`src/rtl/lock_ctrl.sv`:
```
// Password-lock controller: assembles a 4-digit keypad entry, checks it against
// a stored code, and sequences the open and lockout intervals for the segment scanner.
module lock_ctrl #(
    parameter logic [15:0] PASSWORD    = 16'h1234,
    parameter int unsigned MAX_WRONG   = 3,
    parameter int unsigned OPEN_CYCLES = 50_000_000,
    parameter int unsigned LOCK_CYCLES = 250_000_000
) (
    input  logic       clk,
    input  logic       rst_n,
    input  logic       key_valid,
    input  logic [3:0] key_code,
    output logic [3:0] seg_1,
    output logic [3:0] seg_2,
    output logic [3:0] seg_3,
    output logic [3:0] seg_4,
    output logic [3:0] count_wrong,
    output logic       unlock,
    output logic       alarm,
    output logic       busy
);

    localparam int unsigned MAX_CYCLES = (OPEN_CYCLES > LOCK_CYCLES) ? OPEN_CYCLES : LOCK_CYCLES;
    localparam int unsigned TIMER_W    = $clog2(MAX_CYCLES + 1);
    localparam logic [TIMER_W-1:0] OPEN_LAST = TIMER_W'(OPEN_CYCLES - 1);
    localparam logic [TIMER_W-1:0] LOCK_LAST = TIMER_W'(LOCK_CYCLES - 1);
    localparam logic [3:0] MAX_WRONG_V = 4'(MAX_WRONG);
    localparam logic [3:0] BLANK       = 4'hF;
    localparam logic [3:0] KEY_ENTER   = 4'hA;
    localparam logic [3:0] KEY_CLEAR   = 4'hB;

    typedef enum logic [1:0] {
        ENTRY   = 2'd0,
        CHECK   = 2'd1,
        OPEN    = 2'd2,
        LOCKOUT = 2'd3
    } state_t;

    state_t               state;
    logic [2:0]           digit_cnt;
    logic [TIMER_W-1:0]   timer;
    logic                 match_c;
    logic [3:0]           wrong_inc_c;

    // A short entry can never match, even if the blanks happen to line up.
    assign match_c     = (digit_cnt == 3'd4) && ({seg_4, seg_3, seg_2, seg_1} == PASSWORD);
    assign wrong_inc_c = count_wrong + 4'd1;

    always_ff @(posedge clk or negedge rst_n) begin
        if (!rst_n) begin
            state       <= ENTRY;
            seg_1       <= BLANK;
            seg_2       <= BLANK;
            seg_3       <= BLANK;
            seg_4       <= BLANK;
            digit_cnt   <= 3'd0;
            count_wrong <= 4'd0;
            unlock      <= 1'b0;
            alarm       <= 1'b0;
            busy        <= 1'b0;
            timer       <= '0;
        end else begin
            case (state)
                ENTRY: begin
                    if (key_valid) begin
                        if (key_code <= 4'd9) begin
                            if (digit_cnt != 3'd4) begin
                                seg_4     <= seg_3;
                                seg_3     <= seg_2;
                                seg_2     <= seg_1;
                                seg_1     <= key_code;
                                digit_cnt <= digit_cnt + 3'd1;
                            end
                        end else if (key_code == KEY_ENTER) begin
                            state <= CHECK;
                            busy  <= 1'b1;
                        end else if (key_code == KEY_CLEAR) begin
                            seg_1     <= BLANK;
                            seg_2     <= BLANK;
                            seg_3     <= BLANK;
                            seg_4     <= BLANK;
                            digit_cnt <= 3'd0;
                        end
                    end
                end
                CHECK: begin
                    seg_1     <= BLANK;
                    seg_2     <= BLANK;
                    seg_3     <= BLANK;
                    seg_4     <= BLANK;
                    digit_cnt <= 3'd0;
                    timer     <= '0;
                    if (match_c) begin
                        state       <= OPEN;
                        unlock      <= 1'b1;
                        count_wrong <= 4'd0;
                    end else begin
                        count_wrong <= wrong_inc_c;
                        if (wrong_inc_c == MAX_WRONG_V) begin
                            state <= LOCKOUT;
                            alarm <= 1'b1;
                        end else begin
                            state <= ENTRY;
                            busy  <= 1'b0;
                        end
                    end
                end
                OPEN: begin
                    if (timer == OPEN_LAST) begin
                        state  <= ENTRY;
                        unlock <= 1'b0;
                        busy   <= 1'b0;
                        timer  <= '0;
                    end else begin
                        timer <= timer + 1'b1;
                    end
                end
                LOCKOUT: begin
                    if (timer == LOCK_LAST) begin
                        state       <= ENTRY;
                        alarm       <= 1'b0;
                        busy        <= 1'b0;
                        count_wrong <= 4'd0;
                        timer       <= '0;
                    end else begin
                        timer <= timer + 1'b1;
                    end
                end
                default: begin
                    state       <= ENTRY;
                    seg_1       <= BLANK;
                    seg_2       <= BLANK;
                    seg_3       <= BLANK;
                    seg_4       <= BLANK;
                    digit_cnt   <= 3'd0;
                    count_wrong <= 4'd0;
                    unlock      <= 1'b0;
                    alarm       <= 1'b0;
                    busy        <= 1'b0;
                    timer       <= '0;
                end
            endcase
        end
    end

endmodule

```
`config.mk`:
```
export PLATFORM = sky130hd
export DESIGN_NAME = lock_ctrl
export DESIGN_NICKNAME = d
export VERILOG_FILES = /design/src/rtl/lock_ctrl.sv
export SDC_FILE = /design/constraint.sdc
export NUM_CORES = 1
export LEC_CHECK = 0
export ABC_CLOCK_PERIOD_IN_PS = 2800
export BUFFER_PORTS_ARGS = -buffer_cell sky130_fd_sc_hd__buf_2
export CAP_MARGIN = 0
export CELL_PAD_IN_SITES_DETAIL_PLACEMENT = 0
export CELL_PAD_IN_SITES_GLOBAL_PLACEMENT = 1
export CORE_MARGIN = 2
export CORE_UTILIZATION = 45
export CTS_BUF_LIST = sky130_fd_sc_hd__clkbuf_4 sky130_fd_sc_hd__clkbuf_8 sky130_fd_sc_hd__clkbuf_16
export CTS_CLUSTER_DIAMETER = 50
export DETAILED_ROUTE_END_ITERATION = 12
export HOLD_SLACK_MARGIN = 0.12
export PLACE_DENSITY_LB_ADDON = 0.15
export SETUP_SLACK_MARGIN = 0.4
export SYNTH_ARGS = -nofsm -noshare
export SYNTH_HDL_FRONTEND = slang
export SYNTH_SLANG_ARGS = --single-unit
```
`constraint.sdc`:
```
create_clock -name clk -period 2.8 [get_ports clk]
set_input_delay 0.28 -clock clk [delete_from_list [all_inputs] [get_ports clk]]
set_output_delay 0.28 -clock clk [all_outputs]
set_load 0.02 [all_outputs]
```
Word level (Yosys, flattened, before mapping)
Cells that the tools add are included.
{ "word_totals": {"register_bits": 56, "output_inout_bits": 23} }
{ "op_classes": {"add_sub_neg": 3, "order_cmp": 1, "n_eq_ne": 23, "muxes": 51, "n_reduce_logical": 12} }
{ "ops": {"columns": ["op", "n"], "rows": [
  ["$pmux 28 s3", 1],
  ["$mux 4", 16],
  ["$mux 28", 2],
  ["$pmux 4 s2", 5],
  ["$add 28x1->28 const B", 1],
  ["$eq 28x26->1 const B", 1],
  ["$eq 28x28->1 const B", 1],
  ["$ne 2x2->1 const B", 9],
  ["$eq 16x13->1 const B", 1],
  ["$mux 3", 5],
  ["$mux 2", 7],
  ["$ne 3x3->1 const B", 4],
  ["$mux 1", 10],
  ["$reduce_and 5->1", 2],
  ["$eq 4x4->1 const B", 2],
  ["$pmux 2 s4", 1],
  ["$reduce_and 7->1", 1],
  ["$pmux 3 s2", 1],
  ["$reduce_bool 2->1", 3],
  ["$add 4x1->4 const B", 1],
  ["$eq 2x2->1 const B", 2],
  ["$eq 4x2->1 const B", 1],
  ["$le 4x4->1 const B", 1],
  ["$pmux 1 s2", 2],
  ["10 further kinds", 10]
]} }

Logic depth before layout (Yosys ltp)
Gate-level depths: netlist of the first run.
{ "depth": {"word_depth": 6, "mapped_depth": 8, "depth_no_buf": 7} }

Worst setup path before layout of the first run
OpenSTA, ideal clock, no wires.
{ "synth_path": {"path_kind": "register -> register", "startpoint": "register timer[16]", "endpoint": "register timer[17]", "setup_time_ps": 138, "arrival_time_ps": 2054, "slack_ps": 607, "path_stages_with_launch": 7, "n_path_buf": 1, "path_cell_list": "dfrtp_1 or4b_1 or4_4 a21o_4 buf_6 a41oi_1 a31oi_1"} }
{ "synth_between": {"elab_chain_cells": 3} }
{ "synth_lines": {"columns": ["item", "line", "rtl"], "rows": [
  ["start, declared", "41", "logic [TIMER_W-1:0] timer;"],
  ["start signal, assigned", "115", "timer <= timer + 1'b1;"],
  ["start signal, assigned", "126", "timer <= timer + 1'b1;"],
  ["$add 28x1->28 (tied with other cells)", "115, 126", null],
  ["$mux 28, on equally long branches", "119, 109", null],
  ["$pmux 28 s3 *", "63", "case (state)"]
]} }
Mark *: on every way between the ends. The rest lies on a longest branch, timed or not.
A chain may end at the register's enable or synchronous reset.

Worst setup path after layout of the first run
{ "layout_path": {"startpoint": "register timer[7]", "endpoint": "register count_wrong[2]"} }
{ "layout_between": {"elab_chain_cells": 3} }
{ "layout_lines": {"columns": ["item", "line", "rtl"], "rows": [
  ["$eq 28x28->1", "119", "if (timer == LOCK_LAST) begin"],
  ["$ne 2x2->1 (no line)", null, null],
  ["$reduce_and 2->1 (no line)", null, null],
  ["end signal, assigned", "98", "count_wrong <= wrong_inc_c;"],
  ["end, declared", "17", "output logic [3:0] count_wrong,"]
]} }
No other way between the ends.

==> impl_metrics.toml, run 1 <==
[floorplan]
fp-row-count = 30
fp.dieH_um = 87.0
ios = 30
fp.coreArea_um2 = 6720
die_x_um = 87.0
start_util_pct = 46.1
dieArea_um2 = 7560

[setup_path]
crit_end = "count_wrong[2]"
timing.rr.end = "count_wrong[2]"
cp-end-kind = "register"
reg2reg_slack_ps = 480
arrival_ps = 2530
r2r-start = "timer[7]"
crit_type = "reg -> reg"
cp-startpoint = "timer[7]"
worst_r2r_path_depth = 5
crit_path_start_kind = "register"
path_max_fanout = 6
required_ps = 3010

[synth]
synthesis.area_um2 = 3100
yosysMostFrequentCell = "dfrtp_1"
ys.warnings.count = 0
synth_flop_cell = "dfrtp_1"
synth_commonest_cells = "dfrtp_1 (40), a31oi_1 (36), nand2_1 (18), dfstp_2 (16)"
seq_area_frac_synth_pct = 45.9
synth_cells = 310
synth_fp_nets = 322
postSynthAreaPerCell_um2 = 9.99
ys_seq_elements = 56
yosysTopAreaCellShare_pct = 32.3
yosysTopAreaCell = "dfrtp_1"
synth_edf_count = 0
synth_area_leaders = "dfrtp_1 (32%), dfstp_2 (14%), a31oi_1 (7.3%), o22a_1 (4.2%), nand4_1 (3.0%)"
ys_types = 66
async_flop_share_pct = 100

[power]
ir_drop_mv = 0.223
powerDensity_nw_per_um2 = 718
p_total_mw = 2.48
p_leak_nw = 1.37

[clock_network]
clkSinkCount = 56
cts_tree = "yes"
cts_buffers = 5
clk_latency_ps = 320
htreeDepth = 2
cts_buffer_depth = 2
clk_pin_slew_worst_paths_ps = 110
clock-root-buffer = "clkbuf_8"

[global_route]
grt_usage_pct = 21.1
grt_pass1_wl_um = 12700
use_met3_pct = 3.03
busiest_layer = "met2"
grt_overflow = 0
grt_start_max_net_pins = 49
gr-usage-met2_pct = 32.9
grtUsageMet1_pct = 31.2
grt_pass1_vias = 2486
antenna_found_initial = 0

[timing]
post-route-period-util_pct = 82.9
clock.fmax_mhz = 431
finClkSkew_ps = 8.05
worst_pin_slew_ps = 1050
drv_slew = 0
finalHoldViolCount = 0
max_slew_margin_pct = 30.0
setup_violations = 0
rsz0062_at_grt = "yes"
post-route-min-period_ps = 2320
timing.final.ws_setup_ps = 478
final.setup.tns_ps = 0
holdWs_ps = 197

[layout]
nFillCells = 665
area_growth_pct = 11.5
drive_gt1_share_pct = 24.6
num_antenna_cells = 0
nets = 353

[detailed_routing]
final_antenna_net_count = 0
dr.pass1.iters = 4
wl_per_cell_um = 18.2
viasPerCell = 6.35
vias = 2680
first_iter_violations = 198
wl_um = 7700
remaining_drc_errors = 0

[flow_run]
maxCapViolCount = 0

[placement]
gp_congestion = 0.774
io_buffer_count = 29
place_ws_ps = 407
dpl.hpwl_um = 4950

[status]
outcome = "finished clean"

[min_path]
min_path_type = "in -> reg"
[worst max-delay path, stage by stage (launching register included)]
cell	delay, ps
dfrtp_2	450
or4b_1	510
or4_4	620
o21ai_4	180
nand2_2	110
a221o_1	360
[layer usage]
metal / up-vias / wire (um) / share of wire, %
met2: 62 / 3600 / 47
met1: 1328 / 3660 / 47
met4: 0 / 108 / 1.4
met5: - / 0 / 0
met3: 10 / 330 / 4.3
li1: 1280 / - / -
[cell usage in the layout, fill, tap and decap left out, types with 6 or more instances in the layout]
master and instances:
inv_1 11, o21ai_1 6, dfstp_2 16, o21ai_0 9, buf_4 8, buf_2 29, nand2_1 18, nand4_1 15
nand3b_1 11, nand3_1 15, dfrtp_1 38, o22a_1 15, a31oi_1 36, nor2_1 13
[cell families (layout without fill, tap and decap cells)]
logic type / after synthesis / count (layout) / share of synthesized area (%)
AOI/OAI and AO/OA: 91 / 93 / 20.8
adders and majority gates: 5 / 5 / 2.02
xor gates and xnor gates: 3 / 3 / 0.848
DFF: 56 / 56 / 45.9
buffers and inverters: 28 / 58 / 4.28
muxes: 4 / 4 / 1.29
and+or+nand+nor: 123 / 123 / 24.9
[final cells by class]
| class | count | area (um^2) | area share, % |
|---|---|---|---|
| multi-input cells | 228 | 1580 | 45.6 |
| flip-flops and latches | 56 | 1420 | 41.2 |
| repair buffers | 38 | 215 | 6.23 |
| well taps | 80 | 100 | 2.90 |
| clock buffers | 5 | 68.8 | 1.99 |
| inverters | 12 | 45.0 | 1.30 |
| clock inverters | 3 | 26.3 | 0.761 |
[where the power goes]
group | leakage (nW) | switching, mW | internal [mW]
combinational | 0.615 | 0.524 | 0.325
sequential | 0.706 | 0.154 | 1.00
clock | 0.0506 | 0.293 | 0.185
[registers in the layout, summed over array words and instances (netlist names)]
name,flops
seg_4,4
unlock,1
seg_3,4
alarm,1
digit_cnt,3
state,2
seg_1,4
timer,28
count_wrong,4
busy,1
seg_2,4
[per-stage QoR]
stage,cells,area [um^2],util [%]
finish,422,3450,51.4
global placement,410,3310,49.2
CTS,420,3420,50.9
global route,422,3450,51.4
floorplan,310,3100,-
detailed placement,410,3310,49.2
[what timing repair did]
item / 4_1_cts / 5_1_grt
hold buffers: 1 / 0
resized for setup: 0 / 4
pin swaps: 0 / 1
setup buffers: 0 / 1
hold endpoints to repair: 14 / 0
endpoints found under the setup margin: 1 / 22
cloned: 1 / 1
[worst min path at each step]
stage | startpoint | end | cells after the start
6_report | key_code[1] | seg_1[1] | 2
5_1_grt | key_code[1] | seg_1[1] | 2
4_1_cts | key_code[1] | seg_1[1] | 2
3_5_place_dp | rst_n | digit_cnt[2] | 1
3_3_place_gp | rst_n | timer[14] | 1
2_1_floorplan | rst_n | alarm | 0
Note: power is estimated with default switching activity, not from simulation.
==> run 2, diff against run 1 <==
--- a/config.mk
+++ b/config.mk
@@ -5,13 +5,14 @@
 export SDC_FILE = /design/constraint.sdc
 export NUM_CORES = 1
 export LEC_CHECK = 0
-export ABC_CLOCK_PERIOD_IN_PS = 2800
+export ABC_AREA = 1
+export ABC_CLOCK_PERIOD_IN_PS = 2100
 export BUFFER_PORTS_ARGS = -buffer_cell sky130_fd_sc_hd__buf_2
 export CAP_MARGIN = 0
 export CELL_PAD_IN_SITES_DETAIL_PLACEMENT = 0
 export CELL_PAD_IN_SITES_GLOBAL_PLACEMENT = 1
 export CORE_MARGIN = 2
-export CORE_UTILIZATION = 45
+export CORE_UTILIZATION = 40
 export CTS_BUF_LIST = sky130_fd_sc_hd__clkbuf_4 sky130_fd_sc_hd__clkbuf_8 sky130_fd_sc_hd__clkbuf_16
 export CTS_CLUSTER_DIAMETER = 50
 export DETAILED_ROUTE_END_ITERATION = 12
==> constraint.sdc (replaced) <==
create_clock -name clk -period 2.1 [get_ports clk]
set_input_delay 0.21 -clock clk [delete_from_list [all_inputs] [get_ports clk]]
set_output_delay 0.21 -clock clk [all_outputs]
set_load 0.02 [all_outputs]
==> impl_metrics.toml, run 2 <==
[synth]
synth_fp_nets = 432
postSynthAreaPerCell_um2 = 7.69
yosysMostFrequentCell = "nand2_1"
synth_area_leaders = "dfrtp_1 (31%), dfstp_2 (13%), nand2_1 (12%), inv_1 (5.8%), nor2_1 (5.0%)"
synth_edf_count = 0
seq_area_frac_synth_pct = 44.0
ys.warnings.count = 0
synthesis.area_um2 = 3230
synth_top_family_by_area = "simple AND/OR/NAND/NOR gates"
synth_cells = 420
synthMuxAreaShare_pct = 0
yosys.area_share.adder_pct = 1.94
yosysTopAreaCellShare_pct = 31.0
synth_xor_area_share_pct = 4.07
synthSimpleGateAreaFrac_pct = 30.2
async_flop_share_pct = 100
synth_compound_area_share_pct = 11.6
ys_types = 32
synth_flop_cell = "dfrtp_1"
yosysTopAreaCell = "dfrtp_1"
synth_commonest_cells = "nand2_1 (103), inv_1 (50), nor2_1 (43), dfrtp_1 (40), nand3_1 (26)"
ys_seq_elements = 56

[timing]
finalHoldViolCount = 0
finClkSkew_ps = 12.7
timing.final.ws_setup_ps = 386
setup_violations = 0
clock.fmax_mhz = 583
max_slew_margin_pct = 62.2
worst_pin_slew_ps = 568
final.setup.tns_ps = 0
post-route-min-period_ps = 1710
rsz0062_at_grt = "yes"
post-route-period-util_pct = 81.6
holdWs_ps = 163
drv_slew = 0

[setup_path]
path_max_fanout = 3
cp-startpoint = "timer[1]"
crit_path_start_kind = "register"
crit_type = "reg -> reg"
cp-end-kind = "register"
required_ps = 2310
r2r-start = "timer[1]"
arrival_ps = 1920

[detailed_routing]
remaining_drc_errors = 0
wl_um = 8520
first_iter_violations = 109
wl_per_cell_um = 14.8
vias = 2923
dr.pass1.iters = 4
final_antenna_net_count = 0
viasPerCell = 5.08

[layout]
area_growth_pct = 21.9
finish.utilization_pct = 50.7
final_cell_count_no_fill = 575
final_area_um2 = 3940
largest_reg_flops = 28
largest-register = "timer"
mostFrequentLayoutCells = "nand2_1 (96), inv_1 (49), nor2_1 (38)"
drive_gt1_share_pct = 28.8
final_common_cell = "nand2_1"
num_antenna_cells = 0
nets = 484

[clock_network]
clock-root-buffer = "clkbuf_8"
cts_tree = "yes"
clkSinkCount = 56
cts_buffer_depth = 2
clk_latency_ps = 310
clk_pin_slew_worst_paths_ps = 110
htreeDepth = 2
cts_buffers = 5

[global_route]
busiest_layer = "met2"
grt_pass1_wl_um = 13500
gr-usage-met2_pct = 34.5
grtUsageMet1_pct = 24.8
grt_pass1_vias = 2859
grt_overflow = 0
antenna_found_initial = 0
use_met3_pct = 2.73
grt_usage_pct = 19.3
grt_start_max_net_pins = 35

[power]
powerDensity_nw_per_um2 = 989
p_total_mw = 3.90
p_leak_nw = 1.70
ir_drop_mv = 0.320

[floorplan]
die_x_um = 93.9
dieArea_um2 = 8810
fp.dieH_um = 93.9
ios = 30
fp.coreArea_um2 = 7770
start_util_pct = 41.6
fp-row-count = 32

[status]
outcome = "finished clean"

[min_path]
hold_start = "key_code[0]"
min_path_type = "in -> reg"

[placement]
placed_cells = 551
dpl.hpwl_um = 5860
placed_area_um2 = 3520
gp_congestion = 0.799
place_ws_ps = 246
io_buffer_count = 29

[flow_run]
maxCapViolCount = 0
-- run 2: repair_timing --
| action | 4_1_cts | 5_1_grt |
|---|---|---|
| endpoints found under the setup margin | 20 | 37 |
| buffers inserted | 1 | 11 |
| pin swaps | 0 | 11 |
| resized for setup | 9 | 35 |
| hold endpoints to repair | 13 | 0 |
| cloned | 0 | 3 |
| hold buffers | 1 | 0 |
-- run 2: worst max-delay path, stage by stage, from the launching register on --
cell     delay, ps
dfrtp_1        450
ha_4           190
nand3_1        160
nor2_4         190
nand2_2         80
nor2_4         120
nand2_2         90
nand2_1         70
inv_1           30
o21ai_0        130
o21ai_1         80
-- run 2: cells by family after synthesis --
logic type | after synthesis
AO/OA/AOI/OAI | 64
adder cells (fa/ha/maj) | 5
XOR/XNOR | 15
AND/OR/NAND/NOR | 215
buffers and inverters | 65
flip-flops | 56
-- run 2: path summary, 6_finish.rpt --
path | slack [ps] | cells past startpoint | end
setup reg to reg | 390 | 10 | timer[16]
hold reg to reg | 490 | 2 | busy
hold / removal | 160 | 3 | seg_1[0]
min in group asynchronous | 420 | 2 | count_wrong[2]
setup / recovery | 390 | 10 | timer[16]
max in group asynchronous | 1040 | 3 | seg_1[3]
-- run 2: final cells by class --
class                      instances  area (um^2)
clock buffer                       8          126
fill                             790         3830
inverter                          59          234
multi-input combinational        300         1690
sequential                        56         1430
tap                              102          128
timing repair buffer              49          324
timing repair inverter             1         11.3
-- run 2: report_power, final --
| part | switching, mW | internal, mW |
|---|---|---|
| Combinational | 1.04 | 0.535 |
| Clock | 0.366 | 0.395 |
| Sequential | 0.197 | 1.36 |
-- run 2: per-layer routing --
layer	vias up	wire length, um
li1	1463	-
met1	1401	3890
met2	53	4300
met3	6	262
met4	0	59
met5	-	0
